<file path="src/rtl/sr_bank_pkg.sv">
// Shared types and next-state rule for the SR flag register bank.
package sr_bank_pkg;

  typedef enum logic [1:0] {
    SR_HOLD    = 2'd0,
    SR_SET_DOM = 2'd1,
    SR_RST_DOM = 2'd2,
    SR_TOGGLE  = 2'd3
  } sr_mode_e;

  // Next value of one SR bit; the mode only matters when s and r are both set.
  function automatic logic sr_next(input logic q, input logic s, input logic r,
                                   input sr_mode_e mode);
    logic nxt;
    nxt = q;
    case ({s, r})
      2'b00: nxt = q;
      2'b01: nxt = 1'b0;
      2'b10: nxt = 1'b1;
      default: begin
        case (mode)
          SR_HOLD:    nxt = q;
          SR_SET_DOM: nxt = 1'b1;
          SR_RST_DOM: nxt = 1'b0;
          SR_TOGGLE:  nxt = ~q;
          default:    nxt = q;
        endcase
      end
    endcase
    return nxt;
  endfunction

endpackage

</file>
<file path="src/rtl/sr_bank_cell.sv">
// One SR storage bit with registered rise/fall pulses and a conflict flag.
module sr_bank_cell
  import sr_bank_pkg::*;
#(
  parameter sr_mode_e MODE    = SR_HOLD,
  parameter logic     RST_VAL = 1'b0
) (
  input  logic clk,
  input  logic rst_n,
  input  logic en,
  input  logic s,
  input  logic r,
  output logic q,
  output logic q_rise,
  output logic q_fall,
  output logic conflict_c
);

  logic nxt_c;

  // Disabled cells present their own value, which also forces both pulses low.
  always_comb begin
    nxt_c = q;
    if (en) begin
      nxt_c = sr_next(q, s, r, MODE);
    end
  end

  assign conflict_c = en & s & r;

  always_ff @(posedge clk or negedge rst_n) begin
    if (!rst_n) begin
      q      <= RST_VAL;
      q_rise <= 1'b0;
      q_fall <= 1'b0;
    end else begin
      q      <= nxt_c;
      q_rise <= ~q & nxt_c;
      q_fall <= q & ~nxt_c;
    end
  end

endmodule

</file>
<file path="src/rtl/sr_reg_bank.sv">
// Bank of WIDTH SR flag bits with sticky conflict error.
// Define SR_BANK_CONFLICT_CNT_EN to build the saturating conflict counter.
module sr_reg_bank
  import sr_bank_pkg::*;
#(
  parameter int unsigned          WIDTH   = 8,
  parameter int                   MODE    = 0,
  parameter logic [WIDTH-1:0]     RST_VAL = '0,
  parameter int unsigned          CNT_W   = 8
) (
  input  logic             clk,
  input  logic             rst_n,
  input  logic             en,
  input  logic [WIDTH-1:0] s,
  input  logic [WIDTH-1:0] r,
  input  logic             clr_err,
  output logic [WIDTH-1:0] q,
  output logic [WIDTH-1:0] q_rise,
  output logic [WIDTH-1:0] q_fall,
  output logic             err,
  output logic [CNT_W-1:0] conflict_cnt
);

  if (MODE < 0 || MODE > 3) begin : g_bad_mode
    $error("sr_reg_bank: MODE %0d out of range 0..3", MODE);
  end

  if (WIDTH < 1 || WIDTH > 64) begin : g_bad_width
    $error("sr_reg_bank: WIDTH %0d out of range 1..64", WIDTH);
  end

  localparam sr_mode_e MODE_E = sr_mode_e'(2'(MODE));

  logic [WIDTH-1:0] conflict_vec_c;
  logic             any_conflict_c;

  for (genvar i = 0; i < WIDTH; i++) begin : g_cell
    sr_bank_cell #(
      .MODE    (MODE_E),
      .RST_VAL (RST_VAL[i])
    ) u_cell (
      .clk        (clk),
      .rst_n      (rst_n),
      .en         (en),
      .s          (s[i]),
      .r          (r[i]),
      .q          (q[i]),
      .q_rise     (q_rise[i]),
      .q_fall     (q_fall[i]),
      .conflict_c (conflict_vec_c[i])
    );
  end

  assign any_conflict_c = |conflict_vec_c;

  // A conflict in the clearing cycle wins so no event is lost.
  always_ff @(posedge clk or negedge rst_n) begin
    if (!rst_n) begin
      err <= 1'b0;
    end else begin
      err <= any_conflict_c | (err & ~clr_err);
    end
  end

`ifdef SR_BANK_CONFLICT_CNT_EN
  localparam logic [CNT_W-1:0] CNT_MAX = '1;

  always_ff @(posedge clk or negedge rst_n) begin
    if (!rst_n) begin
      conflict_cnt <= '0;
    end else if (clr_err) begin
      conflict_cnt <= any_conflict_c ? CNT_W'(1) : '0;
    end else if (any_conflict_c && (conflict_cnt != CNT_MAX)) begin
      conflict_cnt <= conflict_cnt + CNT_W'(1);
    end
  end
`else
  assign conflict_cnt = '0;
`endif

endmodule
</file>
<file path="config.mk">
export PLATFORM = sky130hd
export DESIGN_NAME = sr_reg_bank
export DESIGN_NICKNAME = d
export VERILOG_FILES = /design/src/rtl/sr_bank_pkg.sv /design/src/rtl/sr_bank_cell.sv /design/src/rtl/sr_reg_bank.sv
export SDC_FILE = /design/constraint.sdc
export NUM_CORES = 1
export LEC_CHECK = 0
export ABC_CLOCK_PERIOD_IN_PS = 800
export CAP_MARGIN = 20
export CORE_ASPECT_RATIO = 0.8
export CORE_MARGIN = 5
export CORE_UTILIZATION = 38
export DETAILED_ROUTE_END_ITERATION = 8
export PLACE_DENSITY = 0.81
export SLEW_MARGIN = 30
export SYNTH_ARGS = -nofsm -noshare
export SYNTH_HDL_FRONTEND = slang
export SYNTH_HIERARCHICAL = 1
export SYNTH_SLANG_ARGS = --single-unit
export TNS_END_PERCENT = 5
</file>
<file path="constraint.sdc">
create_clock -name clk -period 0.8 [get_ports clk]
set_input_delay 0.16 -clock clk [delete_from_list [all_inputs] [get_ports clk]]
set_output_delay 0.16 -clock clk [all_outputs]
set_load 0.01 [all_outputs]
</file>
======== After elaboration in Yosys (flattened, before gate mapping) ========
Cells that the tools add are included.
word-level totals
  output and inout bits ................... 33
  input port bits ......................... 20
  word-level logic and storage cells ...... 109
  bits in registers ....................... 25
cells by class
  equality and inequality tests ........... 16
  bitwise logic cells ..................... 51
  reductions and logical operators ........ 1
  multiplexer cells ....................... 16
operator list
  kind                  count
  $and A1 B1 Y1         33
  $not A1 Y1            17
  $eq A2 B1 Y1 const B  8
  $eq A2 B2 Y1 const B  8
  $pmux W1 S2           8
  $mux W1               8
  $reduce_or A8 Y1      1
  $or A1 B1 Y1          1

======== Logic depth before layout (Yosys ltp) ========
Gate-level depths: netlist of the first run.
  word-level depth ........................ 5
  mapped depth ............................ 4
  gate-level depth less buffers ........... 4

======== Hierarchy ========
Netlist of the first run, hierarchy kept.
by module, submodules not included
  module        cells each  instances  area each (sq um)  sequential area each (sq um)
  sr_bank_cell  10          8          142.6              75.1
  sr_reg_bank   14          1          118.9              25.0

======== Worst setup path before layout of the first run ========
No wires, ideal clock.
  path type ............................... input -> register
  start ................................... input port r[0]
  end ..................................... register g_cell[0].u_cell.q
  path buffers ............................ 0
  cell stages on the path ................. 4
  data required time ...................... 675 ps
  arrival time ............................ 862 ps
  slack ................................... -187 ps
  setup time .............................. 125 ps
  path through ............................ inv_1 -> ha_1 -> nand2b_4 -> mux2_4
on the way
  word-level cells in the longest chain between the ends .. 3
  elaborated cells on any way between the ends .. 4
  classes of those cells .................. eq/ne (2); mux (2)
RTL lines
  item                                          RTL line            text
  from (decl)                                   sr_reg_bank.sv:15   input logic [WIDTH-1:0] r,
  $eq A2 B2 Y1 or $eq A2 B1 Y1 (tied branches)  sr_bank_pkg.sv:16   case ({s, r})
  $pmux W1 S2 (*)                               sr_bank_pkg.sv:16
  $mux W1 (*)                                   sr_bank_cell.sv:24  if (en) begin
  net g_cell[0].u_cell.nxt_c                    sr_bank_cell.sv:19  logic nxt_c;
  to (signal assigned)                          sr_bank_cell.sv:37  q <= nxt_c;
  to (decl)                                     sr_bank_cell.sv:13  output logic q,
The timed path passes the listed nets; every way through them passes the cells marked *.

======== Worst setup path in the final report of the first run ========
  start ................................... register g_cell[4].u_cell.q
  end ..................................... output port q[4]
RTL lines
  item                    RTL line            text
  from (decl)             sr_bank_cell.sv:13
  from (signal assigned)  sr_bank_cell.sv:37
  to (decl)               sr_reg_bank.sv:17   output logic [WIDTH-1:0] q,
No word-level cell between the ends.

==> flow_summary.json, run 1 <==
{
  "clk_pin_slew_worst_paths_ns": 0.09,
  "initial_utilization": 0.402,
  "coreArea_um2": 3130,
  "period_share": 1.23,
  "gp_congestion": 0.656,
  "cts.htree.levels": 1,
  "wire_per_inst_um": 13.7,
  "peakVddDrop_uv": 1020,
  "firstDrtPassIters": 2,
  "grt_pass1_wl_um": 4370,
  "fmax_mhz": 1020,
  "cts_buffer_depth": 2,
  "nets": 192,
  "worstSetupPathType": "flop to output port",
  "arrival_ns": 0.82,
  "port_buffers": 44,
  "ys_warn_count": 6,
  "critPathTopFamily": "flip-flops",
  "synth_area_um2": 1260,
  "antennaDiodeCount": 0,
  "leakagePower_nw": 1.07,
  "fin_hold_ws_ns": 0.206,
  "fillers": 225,
  "die_h_um": 61.5,
  "synth-seq-area-share": 0.497,
  "avgSynthCellArea_um2": 13.4,
  "critPathRequiredTime_ns": 0.64,
  "track_usage": 0.127,
  "vias": 919,
  "violations": "negative setup slack",
  "grt_pass1_vias": 966,
  "setup_viol": 36,
  "rsz0062_at_grt": "true",
  "cts_tree": "built",
  "cp_cell_sequence": "buf_2",
  "hold_class": "primary input to flop",
  "grt_max_degree": 26,
  "slowest_delay_ns": 0.41,
  "p_total_mw": 3.19,
  "area_delta_synth_final_pct": 68.6,
  "startpoint_type": "flop",
  "hold_buffers": 0,
  "clock_sinks": 25,
  "synth_cell_type_count": 13,
  "drcViolationCount": 0,
  "critPathBufInv": 1,
  "numCtsBuffers": 3,
  "end_kind": "output port",
  "fin_util": 0.679,
  "cp_slowest_cell": "dfrtp_1",
  "detail-route-antenna-nets": 0,
  "die_width_um": 74.4,
  "dpl_cell_area_um2": 2050,
  "ctsRootBufferMaster": "clkbuf_8",
  "finalClockSkew_ns": 0.00673,
  "drtIter0Drc": 20,
  "cp_max_fo": 2,
  "tns_ns": -4.45,
  "maxSlewViolCount": 0,
  "overflow": 0,
  "power_density_nw_per_um2": 1500,
  "antenna_found_initial": 0,
  "viasPerCell": 4.53,
  "die_area_um2": 4570,
  "min_period_ns": 0.984,
  "synth_seq_cells": 25,
  "ios": 53,
  "drive_gt1_frac": 0.742,
  "fp-row-count": 18,
  "dp.final_hpwl_um": 2070,
  "hold_violations": 0,
  "final_area_um2": 2120,
  "wirelength_um": 2790,
  "insertion_delay_ns": 0.27,
  "synth_cells": 94,
  "maxCapViolCount": 0,
  "status": "finished with violations",
  "setup_ws_ns": -0.184
}
sequential cells by signal (all words and copies together), names as in the netlist:
| name | cells |
|---|---|
| err | 1 |
| g_cell.u_cell/q_rise | 8 |
| g_cell.u_cell/q_fall | 8 |
| g_cell.u_cell/q | 8 |
cells in the final DEF (no fill, tap or decap), drive strengths merged:
cell,synthesis,layout
buf,8,59
dfrtp,25,25
nor3b,16,16
nand2b,9,9
conb,1,8
mux2,8,8
inv,8,8
ha,8,8
and3,8,8
clkdlybuf4s15,0,4
clkbuf,0,3
nor4,2,2
clkdlybuf4s50,0,2
nand3,1,1
clkinv,0,1
dlygate4sd2,0,1
routing by layer:
metal / share of wire / track usage / routed length (um) / vias to the layer above
met2: 0.54 / 0.235 / 1520 / 32
li1: - / - / - / 446
met4: 0 / 0.00761 / 0 / 0
met3: 0.11 / 0.0538 / 293 / 0
met5: 0 / 0 / 0 / -
met1: 0.35 / 0.143 / 975 / 441
worst paths after layout:
check	endpoint	startpoint	cells past startpoint	slack, ns
worst max-delay path	q[4]	g_cell[4].u_cell/q	1	-0.18
worst min-delay path	g_cell[3].u_cell/q_fall	s[3]	3	0.21
worst max register to register	g_cell[3].u_cell/q	g_cell[3].u_cell/q	2	-0.10
worst min register to register	err	err	2	0.52
max in group asynchronous	g_cell[2].u_cell/q	rst_n	2	0.41
min in group asynchronous	g_cell[1].u_cell/q	rst_n	2	0.24
Yosys cell counts:
| master | instances | area (um2) |
|---|---|---|
| conb_1 | 1 | 3.75 |
| ha_1 | 8 | 100 |
| nor4_1 | 1 | 6.26 |
| nand2b_1 | 1 | 6.26 |
| nor4_2 | 1 | 12.5 |
| nand2b_4 | 8 | 110 |
| inv_1 | 8 | 30.0 |
| nand3_1 | 1 | 5.00 |
| mux2_4 | 8 | 120 |
| dfrtp_1 | 25 | 626 |
| and3_2 | 8 | 60.1 |
| buf_4 | 8 | 60.1 |
| nor3b_1 | 16 | 120 |
what timing repair did:
| item | in CTS | in global routing |
|---|---|---|
| setup endpoints to repair | 50 | 47 |
| gates resized for setup | 183 | 14 |
| cloned | 1 | 0 |
| pin swaps | 2 | 1 |
| setup buffers | 7 | 0 |
stage by stage:
| stage | setup slack, ns | cells |
|---|---|---|
| 2_1_floorplan | -0.130 | 101 |
| 3_3_place_gp | -0.813 | 192 |
| 3_5_place_dp | -0.841 | 192 |
| 4_1_cts | -0.180 | 203 |
| 5_1_grt | -0.208 | 203 |
| 6_report | -0.184 | 203 |
report_power, final:
group / internal [mW] / leakage (nW) / total, mW / switching (mW)
logic: 0.603 / 0.715 / 1.03 / 0.431
registers: 1.36 / 0.334 / 1.42 / 0.0537
clock network: 0.348 / 0.0255 / 0.738 / 0.390
logic make-up after synthesis:
logic type / after synthesis / synth area share
buffers and inverters: 16 / 0.0715
DFF: 25 / 0.497
other: 1 / 0.00298
muxes: 8 / 0.0953
adders and majority gates: 8 / 0.0794
and+or+nand+nor: 36 / 0.254
cell type report:
class	instances	area (um2)	share of cell area
well taps	40	50.0	0.0236
clock inverters	1	5.00	0.00236
repair buffers	66	514	0.242
flip-flops and latches	25	626	0.294
multi-input cells	60	758	0.357
inverters	8	130	0.0612
clock buffers	3	41.3	0.0194
Note: power is estimated with default switching activity, not from simulation.
==> run 2, diff against run 1 <==
Settings changed: MAX_ROUTING_LAYER set to met4.
==> flow_summary.json, run 2 (same netlist as run 1, synthesis figures left out) <==
{
  "peakVddDrop_uv": 1020,
  "worstSetupPathType": "flop to output port",
  "cts_buffer_depth": 2,
  "port_buffers": 44,
  "clock_sinks": 25,
  "maxSlewViolCount": 0,
  "fmax_mhz": 1020,
  "finalClockSkew_ns": 0.00643,
  "nets": 192,
  "wirelength_um": 2800,
  "end_kind": "output port",
  "cp_slowest_cell": "dfrtp_1",
  "antenna_found_initial": 0,
  "setup_viol": 36,
  "critPathBufInv": 1,
  "setup_ws_ns": -0.185,
  "largest_registers": "g_cell.u_cell/q: 8 flops, g_cell.u_cell/q_fall: 8 flops, g_cell.u_cell/q_rise: 8 flops",
  "dp.final_hpwl_um": 2070,
  "drive_gt1_frac": 0.742,
  "overflow": 0,
  "leakagePower_nw": 1.07,
  "rsz0062_at_grt": "true",
  "antennaDiodeCount": 0,
  "drtIter0Drc": 20,
  "hold_violations": 0,
  "firstDrtPassIters": 2,
  "rrSetupSlack_ns": -0.11,
  "cts.htree.levels": 1,
  "track_usage": 0.131,
  "numCtsBuffers": 3,
  "final_cell_mix": "31 x buf_2, 25 x dfrtp_1, 17 x buf_4",
  "wire_per_inst_um": 13.8,
  "clk_pin_slew_worst_paths_ns": 0.09,
  "critPathTopFamily": "flip-flops",
  "fp-row-count": 18,
  "insertion_delay_ns": 0.27,
  "cp_cell_sequence": "buf_2",
  "arrival_ns": 0.83,
  "viasPerCell": 4.55,
  "hold_class": "primary input to flop",
  "maxCapViolCount": 0,
  "fin_util": 0.679,
  "grt_max_degree": 26,
  "coreArea_um2": 3130,
  "die_area_um2": 4570,
  "die_h_um": 61.5,
  "grt_pass1_wl_um": 4370,
  "startpoint_type": "flop",
  "fillers": 225,
  "vias": 923,
  "cts_tree": "built",
  "detail-route-antenna-nets": 0,
  "period_share": 1.23,
  "power_density_nw_per_um2": 1500,
  "ctsRootBufferMaster": "clkbuf_8",
  "gp_congestion": 0.662,
  "dp_slack_ns": -0.841,
  "ios": 53,
  "cp_max_fo": 2,
  "initial_utilization": 0.402,
  "min_period_ns": 0.985,
  "status": "finished with violations",
  "slowest_delay_ns": 0.41,
  "fin_hold_ws_ns": 0.206,
  "grt_pass1_vias": 965,
  "die_width_um": 74.4,
  "area_delta_synth_final_pct": 68.6,
  "final_common_cell": "buf_2",
  "critPathRequiredTime_ns": 0.64,
  "drcViolationCount": 0,
  "violations": "negative setup slack"
}
==> run 2: stage by stage <==
step	TNS, ns	cell area (um2)	instances	power (mW)
after floorplan	-1.06	1490	101	1.90
after global placement	-24.30	2050	192	2.42
after detailed placement	-24.97	2050	192	2.46
after CTS	-4.74	2070	203	3.17
after global routing	-5.67	2120	203	3.35
final	-4.46	2120	203	3.19
==> run 2: layout make-up <==
class / count / area [um2] / area share
repair buffers: 66 / 514 / 0.242
clock inverters: 1 / 5.00 / 0.00236
clock buffers: 3 / 41.3 / 0.0194
multi-input cells: 60 / 758 / 0.357
well taps: 40 / 50.0 / 0.0236
flip-flops and latches: 25 / 626 / 0.294
inverters: 8 / 130 / 0.0612
==> run 2: final timing paths <==
path | from | endpoint | cells after the start
min in group asynchronous | rst_n | g_cell[1].u_cell/q | 2
max in group asynchronous | rst_n | g_cell[2].u_cell/q | 2
worst max register to register | g_cell[3].u_cell/q | g_cell[3].u_cell/q | 2
worst min-delay path | s[3] | g_cell[3].u_cell/q_fall | 3
worst min register to register | err | err | 2
worst max-delay path | g_cell[4].u_cell/q | q[4] | 1
==> run 2: repair_timing <==
item                                    CTS  global route
gates resized for setup                 183            14
endpoints found under the setup margin   50            47
pin swaps                                 2             1
cloned                                    1             0
hold buffers                              0             0
setup buffers                             7             0
==> run 2: worst reg2reg max path, cell delays in order, from the launching register on <==
cell     delay, ns
dfrtp_1       0.40
buf_4         0.15
mux2_4        0.25
==> run 2: where the power goes <==
group          total [mW]  internal (mW)  leakage [nW]  switching (mW)
combinational        1.04          0.603         0.715           0.432
clock               0.738          0.348        0.0255           0.390
sequential           1.42           1.36         0.334          0.0537
total                3.19           2.31          1.07           0.876
==> run 2: metal layers <==
metal	part of all wire	GRT usage	wire length, um
met1	0.35	0.144	978
met3	0.10	0.0522	290
met2	0.54	0.235	1520
met4	0.0025	0.00761	7
met5	0	-	0
==> run 3, diff against run 2 <==
Settings changed: CORE_UTILIZATION 38 to 39, PLACE_DENSITY 0.81 to 0.8, SYNTH_HIERARCHICAL 1 to unset.
==> flow_summary.json, run 3 <==
{
  "area_delta_synth_final_pct": 49.7,
  "hold_path.startpoint": "s[6]",
  "clk_pin_slew_worst_paths_ns": 0.09,
  "r2r.worst_path.cells": 3,
  "dpl_cell_area_um2": 2070,
  "power_density_nw_per_um2": 1670,
  "crit_cells": 3,
  "finalClockSkew_ns": 0.0104,
  "ys_warn_count": 0,
  "arrival_ns": 1.19,
  "grt-busiest-layer": "met2",
  "track_usage": 0.117,
  "dp_cells": 190,
  "violations": "negative setup slack",
  "vias": 890,
  "detail-route-antenna-nets": 0,
  "fillers": 280,
  "startpoint_type": "flop",
  "globalRouteMet2Util": 0.190,
  "min_period_ns": 1.01,
  "rsz0062_at_grt": "true",
  "synth.area.top_cells": "dfrtp_1 45%, buf_4 17%, nor2b_4 7.9%",
  "cts.htree.levels": 1,
  "endpoint": "g_cell[6].u_cell.q_rise",
  "synth_cell_type_count": 14,
  "hold_violations": 0,
  "final_area_um2": 2080,
  "drive_gt1_frac": 0.701,
  "cp_cell_sequence": "buf_6 -> mux2_4 -> nor2b_4",
  "viasPerCell": 4.47,
  "clock_sinks": 25,
  "synth_seq_cells": 25,
  "fmax_mhz": 988,
  "ctsRootBufferMaster": "clkbuf_8",
  "numCtsBuffers": 3,
  "status": "finished with violations",
  "synth_top_cells_by_count": "32 x buf_4, 25 x dfrtp_1, 9 x inv_1",
  "grt_pass1_vias": 960,
  "initial_utilization": 0.405,
  "yosysTopAreaCell": "dfrtp_1",
  "largest_registers": "g_cell.u_cell.q: 8 flops, g_cell.u_cell.q_fall: 8 flops, g_cell.u_cell.q_rise: 8 flops",
  "antennaDiodeCount": 0,
  "drtIter0Drc": 9,
  "synth_top_area_share": 0.451,
  "peakVddDrop_uv": 1040,
  "rrSetupSlack_ns": -0.21,
  "synth-seq-area-share": 0.451,
  "firstDrtPassIters": 2,
  "wirelength_um": 2630,
  "synthArstFlopShare": 1.00,
  "final_cell_mix": "33 x buf_2, 25 x dfrtp_1, 10 x buf_6",
  "cts_buffer_depth": 2,
  "worstSetupPathType": "flop to flop",
  "rr_startpoint": "g_cell[6].u_cell.q",
  "avgSynthCellArea_um2": 12.3,
  "fin_hold_ws_ns": 0.204,
  "insertion_delay_ns": 0.27,
  "synth_edf_count": 0,
  "maxCapViolCount": 0,
  "gp_congestion": 0.690,
  "cts_tree": "built",
  "critPathBufInv": 1,
  "grtUsageMet1": 0.135,
  "critPathRequiredTime_ns": 0.98,
  "drcViolationCount": 0,
  "critPathTopFamily": "flip-flops",
  "coreArea_um2": 3420,
  "overflow": 0,
  "dp.final_hpwl_um": 2070,
  "maxSlewViolCount": 0,
  "wire_per_inst_um": 13.2,
  "hold_buffers": 0,
  "synth_most_common_cell": "buf_4",
  "ios": 53,
  "die_width_um": 76.7,
  "setup_viol": 43,
  "r2r_end": "g_cell[6].u_cell.q_rise",
  "startpoint": "g_cell[6].u_cell.q",
  "cp_slowest_cell": "dfrtp_1",
  "nets": 186,
  "stdcell_count": 199,
  "grt_max_degree": 26,
  "fp-row-count": 19,
  "synth_area_um2": 1390,
  "setup_ws_ns": -0.212,
  "grt_util_met3": 0.0541,
  "cp_max_fo": 3,
  "port_buffers": 44,
  "final_common_cell": "buf_2",
  "grt_pass1_wl_um": 4440,
  "die_area_um2": 4860,
  "antenna_found_initial": 0,
  "period_share": 1.26,
  "hold_class": "primary input to flop",
  "die_h_um": 63.4,
  "synth_cells": 113,
  "end_kind": "flop",
  "synth_ff_type": "dfrtp_1",
  "leakagePower_nw": 1.06,
  "slowest_delay_ns": 0.41
}
==> run 3: cell types whose count changed after synthesis, moves of 4 or more <==
cell | previous run | this run
buf_4 | 8 | 32
nor2b_4 | 0 | 8
nand2b_1 | 1 | 7
nor3b_1 | 16 | 8
a22oi_1 | 0 | 4
and3_2 | 8 | 0
nand2b_4 | 8 | 0
==> run 3: where the power goes <==
part	internal, mW	switching [mW]	total [mW]	leakage [nW]
sequential	1.41	0.0680	1.48	0.330
clock	0.353	0.407	0.760	0.0217
combinational	0.727	0.500	1.23	0.705
==> run 3: cell families (layout without fill, tap and decap cells) <==
kind of cell	after synthesis	in the layout	share of synthesized area
buffers and inverters	41	78	0.197
multiplexers	8	8	0.0839
AND/OR/NAND/NOR	25	25	0.165
flip-flops	25	25	0.451
adder cells (fa/ha/maj)	8	8	0.0721
AO/OA/AOI/OAI	5	5	0.0280
other	1	8	0.00270
==> run 3: worst reg2reg max path, stage by stage (launching register included) <==
cell and delay, ns:
dfrtp_1 0.41, buf_6 0.13, mux2_4 0.26, nor2b_4 0.12
==> run 3: worst min-delay path by stage <==
stage,slack (ns),end,cells after the start
detailed placement,0.53,g_cell[2].u_cell.q_rise,2
floorplan,-0.14,err,0
finish,0.20,g_cell[6].u_cell.q_fall,3
global route,0.21,g_cell[6].u_cell.q_fall,3
CTS,0.21,g_cell[7].u_cell.q_fall,3
global placement,0.52,g_cell[2].u_cell.q_rise,2
==> run 3: cell type report <==
type                       instances  area [um2]  area share
tap                               42        52.6      0.0253
clock buffer                       3        41.3      0.0199
inverter                           9         134      0.0645
multi-input combinational         54         696       0.335
timing repair buffer              65         520       0.251
sequential                        25         626       0.301
clock inverter                     1        7.51     0.00361
==> run 3: metal layers <==
metal,vias up,share of wire
met3,2,0.095
met1,433,0.40
met4,0,0.0030
met2,36,0.50
li1,419,-
met5,-,0
==> run 3: per-stage QoR <==
stage	setup TNS, ns	worst slack (ns)	power, mW	util
after floorplan	-3.03	-0.245	2.31	-
after global placement	-25.29	-0.943	2.76	0.606
after detailed placement	-25.86	-0.962	2.80	0.606
after CTS	-6.67	-0.219	3.49	0.597
after global routing	-7.57	-0.244	3.66	0.607
final	-6.20	-0.212	3.47	0.607
==> run 3: timing repair <==
item | 4_1_cts | 5_1_grt
cloned | 1 | 0
pin swaps | 0 | 0
resized for setup | 175 | 6
setup buffers | 2 | 2
hold endpoints to repair | 0 | 0
setup endpoints to repair | 50 | 48
